[config.mk]
export PLATFORM = sky130hd
export DESIGN_NAME = neuron_driver
export DESIGN_NICKNAME = d
export VERILOG_FILES = /design/src/rtl/neuron_driver_pkg.sv /design/src/rtl/neuron_result_fifo.sv /design/src/rtl/neuron_driver.sv
export SDC_FILE = /design/constraint.sdc
export NUM_CORES = 1
export LEC_CHECK = 0
export CORE_ASPECT_RATIO = 1.1
export CORE_MARGIN = 2
export CORE_UTILIZATION = 40
export DETAILED_ROUTE_END_ITERATION = 8
export PLACE_DENSITY = 0.71
export SLEW_MARGIN = 40
export SYNTH_ARGS = -nofsm -noshare
export SYNTH_HDL_FRONTEND = slang
export SYNTH_HIERARCHICAL = 1
export SYNTH_SLANG_ARGS = --single-unit
[constraint.sdc]
create_clock -name clk -period 3 [get_ports clk]
set_input_delay 0.6 -clock clk [delete_from_list [all_inputs] [get_ports clk]]
set_output_delay 0.6 -clock clk [all_outputs]
set_load 0.05 [all_outputs]
[src/rtl/neuron_driver_pkg.sv]
// Shared defaults, configuration address codes and class threshold for the neuron driver.
package neuron_driver_pkg;

    localparam int unsigned DefaultWidth     = 16;
    localparam int unsigned DefaultFrac      = 8;
    localparam int unsigned DefaultNeuronLat = 3;
    localparam int unsigned DefaultDepth     = 4;

    typedef enum logic [1:0] {
        CfgWeight1  = 2'd0,
        CfgWeight2  = 2'd1,
        CfgBias     = 2'd2,
        CfgReserved = 2'd3
    } cfg_addr_e;

    // 0.5 in Q8.8: results at or above this are class 1.
    localparam logic [DefaultWidth-1:0] DefaultThreshold =
        DefaultWidth'(1) << (DefaultFrac - 1);

endpackage

[src/rtl/neuron_result_fifo.sv]
// Synchronous result FIFO with modulo-DEPTH pointers and an occupancy count.
module neuron_result_fifo #(
    parameter int unsigned WIDTH = 17,
    parameter int unsigned DEPTH = 4,
    localparam int unsigned PtrW = (DEPTH > 1) ? $clog2(DEPTH) : 1,
    localparam int unsigned CntW = $clog2(DEPTH + 1)
) (
    input  logic             clk,
    input  logic             rst_n,
    input  logic             push,
    input  logic [WIDTH-1:0] wdata,
    input  logic             pop,
    output logic [WIDTH-1:0] rdata,
    output logic [CntW-1:0]  count
);

    logic [WIDTH-1:0] mem_q [DEPTH];
    logic [PtrW-1:0]  wr_ptr_q, rd_ptr_q;
    logic [CntW-1:0]  count_q;
    logic             do_push, do_pop;

    function automatic logic [PtrW-1:0] ptr_inc(input logic [PtrW-1:0] p);
        return (p == PtrW'(DEPTH - 1)) ? '0 : p + PtrW'(1);
    endfunction

    assign do_pop  = pop && (count_q != '0);
    assign do_push = push && ((count_q != CntW'(DEPTH)) || do_pop);
    assign rdata   = mem_q[rd_ptr_q];
    assign count   = count_q;

    always_ff @(posedge clk) begin
        if (!rst_n) begin
            wr_ptr_q <= '0;
            rd_ptr_q <= '0;
            count_q  <= '0;
            for (int i = 0; i < DEPTH; i++) begin
                mem_q[i] <= '0;
            end
        end else begin
            if (do_push) begin
                mem_q[wr_ptr_q] <= wdata;
                wr_ptr_q        <= ptr_inc(wr_ptr_q);
            end
            if (do_pop) begin
                rd_ptr_q <= ptr_inc(rd_ptr_q);
            end
            if (do_push && !do_pop) begin
                count_q <= count_q + CntW'(1);
            end else if (!do_push && do_pop) begin
                count_q <= count_q - CntW'(1);
            end
        end
    end

endmodule

[src/rtl/neuron_driver.sv]
// Neuron driver: issues registered operands to an external fixed-latency neuron and
// collects its results, in order, in a credit-protected FIFO.
module neuron_driver
    import neuron_driver_pkg::*;
#(
    parameter int unsigned WIDTH      = DefaultWidth,
    parameter int unsigned FRAC       = DefaultFrac,
    parameter int unsigned NEURON_LAT = DefaultNeuronLat,
    parameter int unsigned DEPTH      = DefaultDepth
) (
    input  logic             clk,
    input  logic             rst_n,
    input  logic             cfg_we,
    input  logic [1:0]       cfg_addr,
    input  logic [WIDTH-1:0] cfg_data,
    input  logic             in_valid,
    output logic             in_ready,
    input  logic [WIDTH-1:0] in_x1,
    input  logic [WIDTH-1:0] in_x2,
    output logic [WIDTH-1:0] n_input1,
    output logic [WIDTH-1:0] n_input2,
    output logic [WIDTH-1:0] n_weight1,
    output logic [WIDTH-1:0] n_weight2,
    output logic [WIDTH-1:0] n_bias,
    input  logic [WIDTH-1:0] n_result,
    output logic             out_valid,
    input  logic             out_ready,
    output logic [WIDTH-1:0] out_data,
    output logic             out_class,
    output logic             busy
);

    localparam int unsigned CntW = $clog2(DEPTH + 1);
    localparam int unsigned SumW = CntW + 1;
    localparam logic [WIDTH-1:0] Threshold = WIDTH'(1) << (FRAC - 1);

    logic [WIDTH-1:0]    weight1_q, weight2_q, bias_q;
    logic [NEURON_LAT:0] tag_q, tag_d;
    logic [CntW-1:0]     outstanding_q, outstanding_d;
    logic [CntW-1:0]     fifo_count;
    logic [WIDTH:0]      fifo_wdata, fifo_rdata;
    logic                accept, push, pop, result_class;

    assign accept = in_valid && in_ready;
    assign push   = tag_q[NEURON_LAT];
    assign pop    = out_valid && out_ready;

    // Credits cover in-flight plus buffered results, so a push always finds room.
    assign in_ready  = rst_n && ((SumW'(outstanding_q) + SumW'(fifo_count)) < SumW'(DEPTH));
    assign out_valid = (fifo_count != '0);
    assign busy      = (outstanding_q != '0) || (fifo_count != '0);

    assign result_class = ($signed(n_result) >= $signed(Threshold));
    assign fifo_wdata   = {result_class, n_result};
    assign out_class    = fifo_rdata[WIDTH];
    assign out_data     = fifo_rdata[WIDTH-1:0];

    always_comb begin
        tag_d         = tag_q << 1;
        tag_d[0]      = accept;
        outstanding_d = outstanding_q;
        if (accept && !push) begin
            outstanding_d = outstanding_q + CntW'(1);
        end else if (!accept && push) begin
            outstanding_d = outstanding_q - CntW'(1);
        end
    end

    always_ff @(posedge clk) begin
        if (!rst_n) begin
            weight1_q     <= '0;
            weight2_q     <= '0;
            bias_q        <= '0;
            n_input1      <= '0;
            n_input2      <= '0;
            n_weight1     <= '0;
            n_weight2     <= '0;
            n_bias        <= '0;
            tag_q         <= '0;
            outstanding_q <= '0;
        end else begin
            tag_q         <= tag_d;
            outstanding_q <= outstanding_d;
            if (cfg_we) begin
                case (cfg_addr_e'(cfg_addr))
                    CfgWeight1: weight1_q <= cfg_data;
                    CfgWeight2: weight2_q <= cfg_data;
                    CfgBias:    bias_q    <= cfg_data;
                    default:    ;
                endcase
            end
            // Operands sample the pre-edge config, so a same-edge write applies next time.
            if (accept) begin
                n_input1  <= in_x1;
                n_input2  <= in_x2;
                n_weight1 <= weight1_q;
                n_weight2 <= weight2_q;
                n_bias    <= bias_q;
            end
        end
    end

    neuron_result_fifo #(
        .WIDTH(WIDTH + 1),
        .DEPTH(DEPTH)
    ) u_result_fifo (
        .clk  (clk),
        .rst_n(rst_n),
        .push (push),
        .wdata(fifo_wdata),
        .pop  (pop),
        .rdata(fifo_rdata),
        .count(fifo_count)
    );

endmodule

==> qor.csv <==
stage;metric;value;unit
grt;GRT Total Usage;18.5;%
synth;largest family of logic cells by synthesized area;simple AND/OR/NAND/NOR gates;
synth;Yosys reg bits;212;
place;number of I/O port buffers;170;
worst_setup_path;slowest stage delay, CP;410;ps
power_and_ir_drop;power density of the placed cells;606;mW/mm^2
sta;slew margin rel.;49.4;%
power_and_ir_drop;Leak;4.00;nW
cells_and_area;most frequent cells in the layout;nand2_1, clkdlybuf4s50_1, dfxtp_1;
floorplan;Initial Util;40.4;%
synth;area of the mapped netlist;0.00859;sq mm
synth;Synth Instances;829;
place;HPWL Detailed;13700;um
worst_setup_path;Req. time, crit path;2400;ps
sta;Final setup viols;0;
sta;Final Skew;7.79;ps
clocking;H-tree lvl count;1;
synth;post-synthesis simple-gate area fraction;21.9;%
grt;vias in the first global route;6307;
worst_setup_path;Crit Path Class;reg -> out;
synth;Synth Area in Adders;1.34;%
synth;Syn Nets;908;
power_and_ir_drop;Switching Power;1.70;mW
worst_setup_path;CP max-delay cell;dfxtp_1;
drt;drt pass-1 iters;4;
drt;WL/cell;17.0;um
status;outcome;finished clean;
power_and_ir_drop;worst vdd ir;0.000449;V
worst_setup_path;startpoint type of the worst setup path;register;
synth;Syn Area/Cell;10.4;sq um
clocking;clk sinks;212;
place;Place WS;21.8;ps
sta;fin crit share;94.6;%
cells_and_area;most common cell after layout, fill and taps aside;nand2_1;
synth;mux contribution to synthesized area;4.69;%
floorplan;Ports;171;
clocking;later-pin clock latency in the skew report;490;ps
sta;Slew Viols, Final;0;
drt;M1 wire length;8980;um
clocking;root buffer cell;clkbuf_16;
floorplan;Die W;144;um
clocking;clk slew on worst S/H paths;60;ps
cells_and_area;max FFs per register;68;
worst_setup_path;CP bufs+invs;2;
worst_setup_path;WP data arrival;2240;ps
grt;initial antenna violation count;0;
clocking;CTS tree;built;
sta;Peak Freq;352;MHz
synth;post-synthesis xor/xnor area fraction;0.408;%
cells_and_area;n_diodes;0;
grt;largest net degree at the start of global routing;111;
cells_and_area;Final nets;1052;
floorplan;die area;0.0227;sq mm
power_and_ir_drop;Switching Share;25.1;%
cells_and_area;register area;0.00492;sq mm
drt;DR DRC count;0;
drt;Initial DRC Count;445;
drt;Routed WL;21800;um
sta;final hold vios;0;
clocking;CTS buffer count;23;
power_and_ir_drop;Flop pwr share;46.3;%
cells_and_area;Biggest register;u_result_fifo/mem_q;
drt;met3 WL;1140;um
synth;Seq/Total Area, Yosys;57.4;%
synth;Yosys cell types;39;
sta;Min Hold Slack;430;ps
worst_setup_path;worst path cell trace;ha_1, nor4b_4, buf_4, and2_1, buf_12;
power_and_ir_drop;Clock Power Share;40.8;%
clocking;Longest Clk Path Bufs;3;
place;GPL Wtd Cong;0.784;
drt;vias;6600;
grt;first-pass GRT wire length;33600;um
grt;GRT overflow;0;
sta;worst-margin pin slew;760;ps
worst_setup_path;Worst path top cell family by delay;simple AND/OR/NAND/NOR gates;
job;Max-Cap Viols;0;
synth;complex-gate fraction of the synthesized area;9.79;%
cells_and_area;area of the multi-input gates;0.00330;sq mm
floorplan;Core Area;0.0212;sq mm
power_and_ir_drop;Overall Power;6.78;mW
worst_setup_path;Critical Path End Type;output port;
floorplan;FP Rows;56;
clocking;setup repair bufs after CTS;0;
sta;worst setup margin;161;ps
floorplan;chip height;158;um
drt;via/cell ratio;5.17;
drt;Final ANT Viol Nets;0;
power_and_ir_drop;Comb power frac;12.9;%
power_and_ir_drop;cell-internal power;5.08;mW
sta;RSZ-0062 raised after global routing;no;
synth;synth warn;6;
worst_setup_path;critical path fanouts, max;23;
min_path;Min-Delay Path Class;reg -> reg;
clocking;Post-CTS Hold Fix Bufs;0;
sta;post-route minimum period;2840;ps
cells_and_area;P&R area growth vs syn;30.3;%
cells_and_area;share of layout cells above drive strength 1;9.83;%
drt;uppermost routed layer;met4;
drt;met2 WL post-DR;11100;um
cells_and_area;Fill cells;1895;
## timing repair
action / 4_1_cts / 5_1_grt
hold endpoints to repair: 0 / 0
endpoints found under the setup margin: 1 / 0
gates resized for setup: 1 / 0
## final timing paths
kind / cells past startpoint / startpoint / slack, ps / end
setup reg to reg: 11 / u_result_fifo/count[1]$_SDFFE_PN0P_ / 260 / u_result_fifo/count[2]$_SDFFE_PN0P_
setup / recovery: 5 / u_result_fifo/count[2]$_SDFFE_PN0P_ / 160 / in_ready
hold / removal: 1 / tag_q[1]$_SDFF_PN0_ / 430 / tag_q[2]$_SDFF_PN0_
hold reg to reg: 1 / tag_q[1]$_SDFF_PN0_ / 430 / tag_q[2]$_SDFF_PN0_
## final cells by class
class,instances,area share [%]
clock buffer,37,6.36
clock inverter,2,0.313
inverter,6,0.201
multi-input combinational,541,29.5
sequential,212,44.0
tap,290,3.24
timing repair buffer,189,16.4
## cells by family after synthesis
family	after synthesis
AOI/OAI and AO/OA	143
and+or+nand+nor	367
buffers and inverters	76
adders and majority gates	8
muxes	19
xor gates and xnor gates	4
DFF	212
## per-layer routing
layer | global-route usage (%) | vias to the layer above
met4 | 5.70 | 0
met5 | 0 | -
met1 | 22.6 | 3171
met2 | 33.2 | 180
li1 | - | 3209
met3 | 3.33 | 40
## worst reg2reg max path: stages (launching register included)
cell and delay (ps):
dfxtp_1 380, or3_1 400, and2_1 200, or4b_4 490, nand2_1 130, inv_1 60
ha_1 220, inv_1 80, fa_1 170, xor2_1 70, or3_1 320, a21oi_1 150
## cell usage after synthesis
master	instances	area share, %
buf_6	2	0.26
o31ai_1	1	0.087
nor3b_2	1	0.15
nand2b_1	1	0.073
a21boi_1	23	2.0
nor4b_2	2	0.35
nand3b_1	4	0.35
or4b_4	1	0.16
ha_1	6	0.87
o21ai_0	9	0.52
xnor2_1	1	0.10
clkbuf_1	35	1.5
a21boi_0	26	2.3
and3_1	2	0.15
and2_1	74	5.4
edfxtp_1	68	24
nor4_1	2	0.15
buf_4	18	1.6
nand4_1	80	5.8
a21oi_1	5	0.29
dfxtp_1	144	34
nand2_1	180	7.9
buf_1	1	0.044
buf_2	14	0.82
and3b_1	2	0.20
nand3_1	3	0.17
xor2_1	3	0.31
nor3_1	3	0.17
fa_1	2	0.47
or4_1	2	0.17
o21ai_1	79	4.6
and4_4	1	0.13
nor2b_1	1	0.073
or3_1	4	0.29
mux2i_1	2	0.23
mux4_2	17	4.5
or3b_1	1	0.10
inv_1	6	0.26
nor2_1	3	0.13
## stage by stage
step / cell area (sq um) / utilization [%] / instances / TNS [ps]
2_1_floorplan: 8590 / - / 829 / -2690
3_3_place_gp: 10400 / 49.0 / 1237 / 0
3_5_place_dp: 10400 / 49.2 / 1238 / 0
4_1_cts: 11200 / 52.7 / 1277 / 0
5_1_grt: 11200 / 52.7 / 1277 / 0
6_report: 11200 / 52.7 / 1277 / 0
## power groups by stage
stage                     clock network [mW]  registers, mW  logic (mW)
after floorplan                            0           3.38       0.354
after global placement                     0           3.20       0.873
after detailed placement                   0           3.20       0.881
after CTS                               2.85           3.14       0.880
after global routing                    2.94           3.15       0.924
final                                   2.77           3.14       0.873
Power figures use the tool's default switching activity.
